$ cat src/rtl/axi_mst_pkg.sv
// Shared types and helpers for the AXI master bench generators: outstanding-entry type,
// ready-policy encoding and the 32-bit Galois LFSR (x^32+x^22+x^2+x+1).
package axi_mst_pkg;

   localparam logic [31:0] LFSR_TAPS = 32'h8020_0003;

   typedef enum logic [1:0] {
      RDY_ONE  = 2'd0,
      RDY_RAND = 2'd1,
      RDY_ZERO = 2'd2
   } ready_mode_e;

   // Entry at the default AXI3 widths; generators with other widths use their own packing.
   typedef struct packed {
      logic [3:0] id;
      logic [3:0] len;
   } ostd_entry_t;

   function automatic logic [31:0] lfsr_step(input logic [31:0] s);
      return {1'b0, s[31:1]} ^ (s[0] ? LFSR_TAPS : 32'h0);
   endfunction

   function automatic logic [31:0] lfsr_rotl(input logic [31:0] s, input int unsigned k);
      logic [63:0] d;
      d = {s, s} << (k % 32);
      return d[63:32];
   endfunction

endpackage

$ cat src/rtl/axi_ostd_fifo.sv
// Generic synchronous FIFO with occupancy count; pushes while full are accepted only
// when a pop happens in the same cycle.
module axi_ostd_fifo
   import axi_mst_pkg::*;
#(
   parameter int DATA_W = 8,
   parameter int DEPTH  = 4,
   localparam int PTR_W = $clog2(DEPTH)
) (
   input  logic              clk,
   input  logic              rst_n,
   input  logic              clr,
   input  logic              push,
   input  logic              pop,
   input  logic [DATA_W-1:0] din,
   output logic [DATA_W-1:0] head,
   output logic [PTR_W:0]    count,
   output logic              full,
   output logic              empty
);

   logic [DATA_W-1:0] mem [DEPTH];
   logic [PTR_W-1:0]  wr_ptr;
   logic [PTR_W-1:0]  rd_ptr;
   logic              do_push;
   logic              do_pop;

   assign empty   = (count == '0);
   assign full    = (count == (PTR_W+1)'(DEPTH));
   assign do_pop  = pop & ~empty;
   assign do_push = push & (~full | do_pop);
   assign head    = mem[rd_ptr];

   always_ff @(posedge clk or negedge rst_n) begin
      if (!rst_n) begin
         wr_ptr <= '0;
         rd_ptr <= '0;
         count  <= '0;
      end else if (clr) begin
         wr_ptr <= '0;
         rd_ptr <= '0;
         count  <= '0;
      end else begin
         if (do_push) wr_ptr <= wr_ptr + PTR_W'(1);
         if (do_pop)  rd_ptr <= rd_ptr + PTR_W'(1);
         if (do_push && !do_pop)      count <= count + (PTR_W+1)'(1);
         else if (do_pop && !do_push) count <= count - (PTR_W+1)'(1);
      end
   end

   always_ff @(posedge clk) begin
      if (do_push) mem[wr_ptr] <= din;
   end

endmodule

$ cat src/rtl/axi_mst_wch_gen.sv
// AXI3 master W-channel generator: snoops AW, replays W bursts in AW order with LFSR data,
// shapes bready/rready. Optional beat throttling via macro AXI_MST_WCH_GEN_THROTTLE_EN.
module axi_mst_wch_gen
   import axi_mst_pkg::*;
#(
   parameter int          AXI_ID_W        = 4,
   parameter int          AXI_DATA_W      = 32,
   parameter int          AXI_LEN_W       = 4,
   parameter int          MST_OSTDREQ_NUM = 4,
   parameter logic [31:0] LFSR_SEED       = 32'h1,
   parameter int          READY_MODE      = 0
) (
   input  logic                               aclk,
   input  logic                               aresetn,
   input  logic                               srst,
   input  logic                               in_awvalid,
   input  logic                               in_awready,
   input  logic [AXI_ID_W-1:0]                in_awid,
   input  logic [AXI_LEN_W-1:0]               in_awlen,
   output logic                               out_aw_full,
   output logic                               out_wvalid,
   input  logic                               in_wready,
   output logic                               out_wlast,
   output logic [AXI_ID_W-1:0]                out_wid,
   output logic [AXI_DATA_W-1:0]              out_wdata,
   output logic [AXI_DATA_W/8-1:0]            out_wstrb,
   output logic                               out_bready,
   output logic                               out_rready,
   output logic [$clog2(MST_OSTDREQ_NUM):0]   out_ostd_cnt,
   output logic                               out_err_ovf
);

   localparam int          CNT_W = $clog2(MST_OSTDREQ_NUM) + 1;
   localparam int          LANES = AXI_DATA_W / 32;
   localparam ready_mode_e RMODE = ready_mode_e'(READY_MODE);

   typedef struct packed {
      logic [AXI_ID_W-1:0]  id;
      logic [AXI_LEN_W-1:0] len;
   } entry_t;

   typedef enum logic [1:0] {S_IDLE, S_BURST, S_GAP} state_e;

   state_e               state, state_nxt;
   entry_t               push_entry, head;
   logic                 full, empty, push, pop, hs, last_beat, gap_req;
   logic [AXI_LEN_W-1:0] beat_cnt;
   logic [31:0]          lfsr, rnd;

   assign push       = in_awvalid & in_awready;
   assign push_entry = '{id: in_awid, len: in_awlen};

   axi_ostd_fifo #(
      .DATA_W ($bits(entry_t)),
      .DEPTH  (MST_OSTDREQ_NUM)
   ) u_fifo (
      .clk   (aclk),
      .rst_n (aresetn),
      .clr   (srst),
      .push  (push),
      .pop   (pop),
      .din   (push_entry),
      .head  (head),
      .count (out_ostd_cnt),
      .full  (full),
      .empty (empty)
   );

   assign out_aw_full = full;
   assign out_wvalid  = (state == S_BURST);
   assign last_beat   = (beat_cnt == head.len);
   assign out_wlast   = out_wvalid & last_beat;
   assign out_wid     = out_wvalid ? head.id : '0;
   assign out_wstrb   = {(AXI_DATA_W/8){out_wvalid}};
   assign hs          = out_wvalid & in_wready;
   assign pop         = hs & last_beat;

   // Data only moves on a handshake, so the hold rule falls out of the LFSR update.
   always_comb begin
      out_wdata = '0;
      for (int k = 0; k < LANES; k++) begin
         if (out_wvalid) out_wdata[32*k +: 32] = lfsr_rotl(lfsr, k);
      end
   end

`ifdef AXI_MST_WCH_GEN_THROTTLE_EN
   assign gap_req = rnd[0];
`else
   assign gap_req = 1'b0;
`endif

   always_comb begin
      state_nxt = state;
      unique case (state)
         S_IDLE:  if (!empty) state_nxt = S_BURST;
         S_BURST: if (hs) begin
            // Last beat of the only queued burst with nothing arriving: fall back to idle.
            if (last_beat && out_ostd_cnt == CNT_W'(1) && !push) state_nxt = S_IDLE;
            else if (gap_req)                                     state_nxt = S_GAP;
         end
         S_GAP:   state_nxt = S_BURST;
         default: state_nxt = S_IDLE;
      endcase
   end

   always_ff @(posedge aclk or negedge aresetn) begin
      if (!aresetn) begin
         state       <= S_IDLE;
         beat_cnt    <= '0;
         lfsr        <= LFSR_SEED;
         rnd         <= ~LFSR_SEED;
         out_err_ovf <= 1'b0;
         out_bready  <= 1'b0;
         out_rready  <= 1'b0;
      end else if (srst) begin
         state       <= S_IDLE;
         beat_cnt    <= '0;
         lfsr        <= LFSR_SEED;
         rnd         <= ~LFSR_SEED;
         out_err_ovf <= 1'b0;
         out_bready  <= 1'b0;
         out_rready  <= 1'b0;
      end else begin
         state <= state_nxt;
         rnd   <= lfsr_step(rnd);
         if (hs) begin
            lfsr     <= lfsr_step(lfsr);
            beat_cnt <= last_beat ? '0 : beat_cnt + AXI_LEN_W'(1);
         end
         if (push && full && !pop) out_err_ovf <= 1'b1;
         if (RMODE == RDY_RAND) begin
            out_bready <= rnd[5];
            out_rready <= rnd[17];
         end else if (RMODE == RDY_ZERO) begin
            out_bready <= 1'b0;
            out_rready <= 1'b0;
         end else begin
            out_bready <= 1'b1;
            out_rready <= 1'b1;
         end
      end
   end

endmodule
$ cat config.mk
export PLATFORM = sky130hd
export DESIGN_NAME = axi_mst_wch_gen
export DESIGN_NICKNAME = d
export VERILOG_FILES = /design/src/rtl/axi_mst_pkg.sv /design/src/rtl/axi_ostd_fifo.sv /design/src/rtl/axi_mst_wch_gen.sv
export SDC_FILE = /design/constraint.sdc
export NUM_CORES = 1
export LEC_CHECK = 0
export ABC_AREA = 0
export ABC_CLOCK_PERIOD_IN_PS = 5900
export CAP_MARGIN = 40
export CORE_MARGIN = 1
export CORE_UTILIZATION = 25
export DETAILED_ROUTE_END_ITERATION = 8
export HOLD_SLACK_MARGIN = 0.02
export RECOVER_POWER = 100
export SKIP_CTS_REPAIR_TIMING = 1
export SYNTH_ARGS = -nofsm -noshare
export SYNTH_HDL_FRONTEND = slang
export SYNTH_SLANG_ARGS = --single-unit
export TNS_END_PERCENT = 30
$ cat constraint.sdc
create_clock -name aclk -period 5.9 [get_ports aclk]
set_clock_uncertainty 0.2 [all_clocks]
set_input_delay 1.18 -clock aclk [delete_from_list [all_inputs] [get_ports aclk]]
set_output_delay 1.18 -clock aclk [all_outputs]
set_load 0.02 [all_outputs]
# Word-level counts from Yosys, hierarchy flattened
# Memory sizes are Yosys's and may differ from the RTL's.
# Index checks and enable logic that the tools add are counted.
totals:
  reg_bits: 47
  ramBits: 32
  latchBits: 0
  mem_bits_ro: 0
  memories: 1
  in_bits: 14
mem_list:
  columns: ["memory", "depth", "word_bits", "rd", "rd_ports_with_merged_regs", "wr", "line_no", "text"]
  rows:
  - ["u_fifo.mem", 4, 8, 1, 0, 1, "axi_ostd_fifo.sv:22", "logic [DATA_W-1:0] mem [DEPTH];"]
classes:
  n_addsub: 5
  bitwise: 10
  n_shift: 0
  n_reduce_logical: 18
  magnitude_cmp: 0
  n_div: 0
  mul: 0
  eq_ne: 8
  muxes: 25
ops:
  columns: ["operator", "n"]
  rows:
  - ["$mux W32", 4]
  - ["$xor A31 B32 Y32", 1]
  - ["$mux W2", 8]
  - ["$mux W4", 4]
  - ["$mux W3", 3]
  - ["$reduce_bool A2 Y1", 4]
  - ["$and A1 B1 Y1", 6]
  - ["$logic_and A1 B1 Y1", 6]
  - ["$ne A3 B2 Y1 const B", 2]
  - ["$pmux W2 S3", 1]
  - ["$mux W1", 5]
  - ["$add A2 B1 Y2 const B", 2]
  - ["$add A4 B1 Y4 const B", 1]
  - ["$eq A4 B4 Y1", 1]
  - ["$logic_not A1 Y1", 4]
  - ["$add A3 B1 Y3 const B", 1]
  - ["$eq A3 B1 Y1 const B", 1]
  - ["$eq A3 B3 Y1 const B", 1]
  - ["$logic_not A3 Y1", 1]
  - ["$ne A3 B3 Y1 const B", 1]
  - ["$reduce_and A3 Y1", 1]
  - ["$reduce_bool A3 Y1", 1]
  - ["$sub A3 B1 Y3 const B", 1]
  - ["$eq A2 B1 Y1 const B", 1]
  - ["other kinds (4)", 5]

# Depth between registers and ports, before layout
logic_depth:
  depth_word: 11
  depth_mapped: 8
  depth_no_buf: 6

# By module
# From an unflattened synthesis, not the netlist that was laid out.
hier_totals:
  hier_cells: 333
  area_unflattened_um2: 3726.1
modules_own_cells:
  columns: ["module", "n_inst", "seq_area_each_um2", "cells_per_inst", "area_per_inst_um2"]
  rows:
  - ["axi_mst_wch_gen", 1, 977.2, 225, 1979.4]
  - ["axi_ostd_fifo", 1, 1136.1, 108, 1746.7]

# Least setup slack after synthesis
# OpenSTA, ideal clock, no wires.
synth_timing:
  path_kind: "register -> output"
  startpoint: "register u_fifo.rd_ptr[0]"
  endpoint: "output out_wlast"
  arrival_time_ps: 1825
  path_stages_with_launch: 7
  path_slack_ps: 2695
  required_ps: 4520
  cell_sequence: "dfrtp_1 -> buf_6 -> mux4_2 -> xor2_1 -> nor4_4 -> buf_6 -> and2_2"
synth_between:
  elab_chain_cells: 3
synth_rtl:
  columns: ["item", "line_no", "text"]
  rows:
  - ["start: declaration", "axi_ostd_fifo.sv:24", "logic [PTR_W-1:0] rd_ptr;"]
  - ["start signal: assignment", "axi_ostd_fifo.sv:45", "if (do_pop) rd_ptr <= rd_ptr + PTR_W'(1);"]
  - ["$mem_v2 Z4 W8", null, null]
  - ["$eq A4 B4 Y1", "axi_mst_wch_gen.sv:71", "assign last_beat = (beat_cnt == head.len);"]
  - ["$and A1 B1 Y1", "axi_mst_wch_gen.sv:72", "assign out_wlast = out_wvalid & last_beat;"]
  - ["end: declaration", "axi_mst_wch_gen.sv:23", "output logic out_wlast,"]
# No other way between the ends.

# Worst setup path in the final report
# Same ends and word-level chain as after synthesis.

==> impl_metrics.csv <==
group,metric,value,unit
status,status,"complete, but fails checks",
status,violations,"max-capacitance violations, max-slew violations",
pwr,power.internal,1.00,mW
worst_setup_path,path_buf_inv,1,
logic_synthesis,netlist_area,0.00370,mm2
layout,syn_to_final_growth,28.5,%
placement,post-dp-hpwl,5.13,mm
logic_synthesis,synth_edf_count,32,
logic_synthesis,synth_cell_types,42,
detailed_routing,ant_nets,0,
logic_synthesis,syn-num-nets,349,
layout,nNetsFinal,401,
layout,final_cell_mix,"67 x nand2_1, 57 x dlygate4sd3_1, 45 x dfrtp_1, 39 x and2_1, 36 x a21oi_1",
logic_synthesis,yosysWarnings,0,
worst_setup_path,critical_path_arrival,3250,ps
clock_network,cts_buffers,9,
logic_synthesis,synth_cells,326,
global_route,grt_max_degree,45,
clock_network,htreeDepth,3,
worst_setup_path,worstPathRequired,4520,ps
pwr,irDropWorstVdd,148,uV
timing,fin_crit_sh,78.5,%
pwr,switching_power,0.310,mW
logic_synthesis,synth_area_per_cell,11.3,um2
pwr,clock_power_share,44.2,%
layout,multi_input_area,0.00140,mm2
floorplan,start_util,25.6,%
logic_synthesis,synth-seq-area-share,57.1,%
clock_network,clkTransAtPathRegs,60,ps
detailed_routing,wl_per_cell,13.1,um
timing,fmax,216,MHz
layout,finish.utilization,32.8,%
pwr,combPwrFrac,10.8,%
placement,io_buffers,62,
flow_run,max-cap-violations,2,
min_path,hold_class,"reg -> reg",
worst_setup_path,slowest_delay,670,ps
clock_network,cts_tree,"yes",
logic_synthesis,ys_ff_latch,78,
clock_network,cts-root-buf,"clkbuf_16",
global_route,grt_pass1_vias,2429,
layout,antenna_cells,0,
timing,max_slew_margin,-39.3,%
timing,min_period,4630,ps
clock_network,cts.sinks,78,
worst_setup_path,path_cells,"mux4_2 -> xor2_1 -> nor4_4 -> and2_2 -> dlygate4sd3_1",
placement,place_area,0.00447,mm2
layout,drive_gt1_share,7.05,%
worst_setup_path,worstSetupEndpointType,"primary output",
detailed_routing,drc,0,
detailed_routing,drt-initial-drc-count,126,
detailed_routing,firstDrtPassIters,4,
worst_setup_path,cp_slowest_cell,"dlygate4sd3_1",
placement,gp_congestion,0.747,
timing,worst_pin_slew,2090,ps
timing,finalHoldViolCount,0,
detailed_routing,routed_wl,7.45,mm
global_route,antenna_found_initial,0,
pwr,power_leakage,1.95,nW
clock_network,clk_latency,330,ps
worst_setup_path,cp_top_family,"simple AND/OR/NAND/NOR gates",
timing,setup_tns,0,ps
logic_synthesis,async_reset_ff_share,59.0,%
global_route,grt_overflow,0,
timing,slew_viol_final,84,
logic_synthesis,synth_flop_cell,"dfrtp_1",
layout,fillCellCount,1463,
layout,mostFrequentLayoutCell,"nand2_1",
floorplan,io_pins,63,
pwr,power_density,276,mW/mm2
floorplan,coreArea,0.0145,mm2
timing,hold_ws,299,ps
global_route,grt_pass1_wl,12.3,mm
worst_setup_path,critical_path_class,"reg -> out",
worst_setup_path,cp-start-kind,"register",
detailed_routing,routed-via-count,2453,
global_route,grt_use_total,10.6,%
timing,setup-violations-final,0,
pwr,power_frac_seq,45.0,%
clock_network,clock_path_buffers,2,
floorplan,fp-row-count,44,
pwr,switching_share,23.6,%
timing,grt_setup_unrepaired,"false",
detailed_routing,via_per_inst,4.33,
floorplan,die_w,124,um
layout,finalInstanceArea,0.00475,mm2
layout,ff_latch_area,0.00211,mm2
floorplan,dieArea,0.0153,mm2
worst_setup_path,critPathMaxFanout,12,
floorplan,die_h,124,um
## worst register-to-register path, stage by stage (launching register included)
cell and delay (ps):
dfrtp_1 660, mux4_2 580, xor2_1 180, nor4_4 580
nand2_1 220, a21oi_1 450, and2_0 610
## path summary, 6_finish.rpt
| path | from | end | slack (ps) | cells after the start |
|---|---|---|---|---|
| setup / recovery | u_fifo.rd_ptr[0] | out_wlast | 1270 | 5 |
| max in group asynchronous | aresetn | u_fifo.rd_ptr[1] | 2580 | 2 |
| setup reg to reg | u_fifo.rd_ptr[0] | u_fifo.mem[0][1] | 2060 | 6 |
| min in group asynchronous | aresetn | lfsr[26] | 590 | 1 |
| hold / removal | out_err_ovf | out_err_ovf | 300 | 2 |
| hold reg to reg | out_err_ovf | out_err_ovf | 300 | 2 |
## flip-flops by register name, indices dropped and copies added (netlist names)
| register | count |
|---|---|
| u_fifo.mem | 32 |
| u_fifo.rd_ptr | 2 |
| u_fifo.wr_ptr | 2 |
| beat_cnt | 4 |
| state | 1 |
| out_rready | 1 |
| u_fifo.count | 3 |
| out_err_ovf | 1 |
| lfsr | 32 |
## power groups by stage
| stage | sequential (mW) | clock, mW | combinational (mW) |
|---|---|---|---|
| after floorplan | 0.602 | 0 | 0.0842 |
| after global placement | 0.609 | 0 | 0.127 |
| after detailed placement | 0.602 | 0 | 0.153 |
| after CTS | 0.591 | 0.593 | 0.154 |
| after global routing | 0.593 | 0.617 | 0.157 |
| final | 0.591 | 0.580 | 0.142 |
## Yosys cell counts (2+ instances only)
| cell type | instances | share of area [%] |
|---|---|---|
| nand2_1 | 67 | 6.8 |
| dfrtp_1 | 45 | 30 |
| and2_1 | 42 | 7.1 |
| a21oi_1 | 34 | 4.6 |
| edfxtp_1 | 32 | 26 |
| clkbuf_1 | 14 | 1.4 |
| nor2_1 | 12 | 1.2 |
| ha_1 | 9 | 3.0 |
| xor2_1 | 7 | 1.7 |
| inv_1 | 6 | 0.61 |
| mux4_1 | 6 | 4.3 |
| buf_4 | 5 | 1.0 |
| buf_6 | 5 | 1.5 |
| a211oi_1 | 4 | 0.81 |
| nand3_1 | 4 | 0.54 |
| o21ai_0 | 3 | 0.41 |
| a31oi_1 | 2 | 0.34 |
| mux4_2 | 2 | 1.2 |
| nand2b_1 | 2 | 0.34 |
| nand4_1 | 2 | 0.34 |
| xnor2_1 | 2 | 0.47 |
## per-stage QoR
step	std cells	worst slack, ps	power [mW]
final	567	1270	1.31
after global routing	567	1090	1.37
after CTS	567	1290	1.34
after detailed placement	551	1660	0.755
after global placement	548	1660	0.737
after floorplan	326	2700	0.686
## cell families after synthesis
kind of cell / Yosys count / synth area share (%)
xor gates and xnor gates: 9 / 2.13
buffers and inverters: 31 / 4.67
DFF: 78 / 57.1
AOI/OAI and AO/OA: 49 / 7.98
muxes: 11 / 6.36
and+or+nand+nor: 139 / 18.7
adders and majority gates: 9 / 3.04
## final cells by class
cell class / instances / area share [%]
clock buffers: 10 / 4.82
inverters: 6 / 0.474
repair buffers: 66 / 14.2
clock inverters: 6 / 1.82
well taps: 184 / 4.84
multi-input cells: 217 / 29.4
flip-flops and latches: 78 / 44.4
## routing by layer
layer	vias up	track usage [%]	part of all wire [%]
met3	6	3.30	3.8
met2	47	18.0	49
li1	1210	-	-
met4	0	3.24	0.90
met5	-	0	0
met1	1190	12.9	46
No activity file was read; power rests on OpenSTA's default activity.
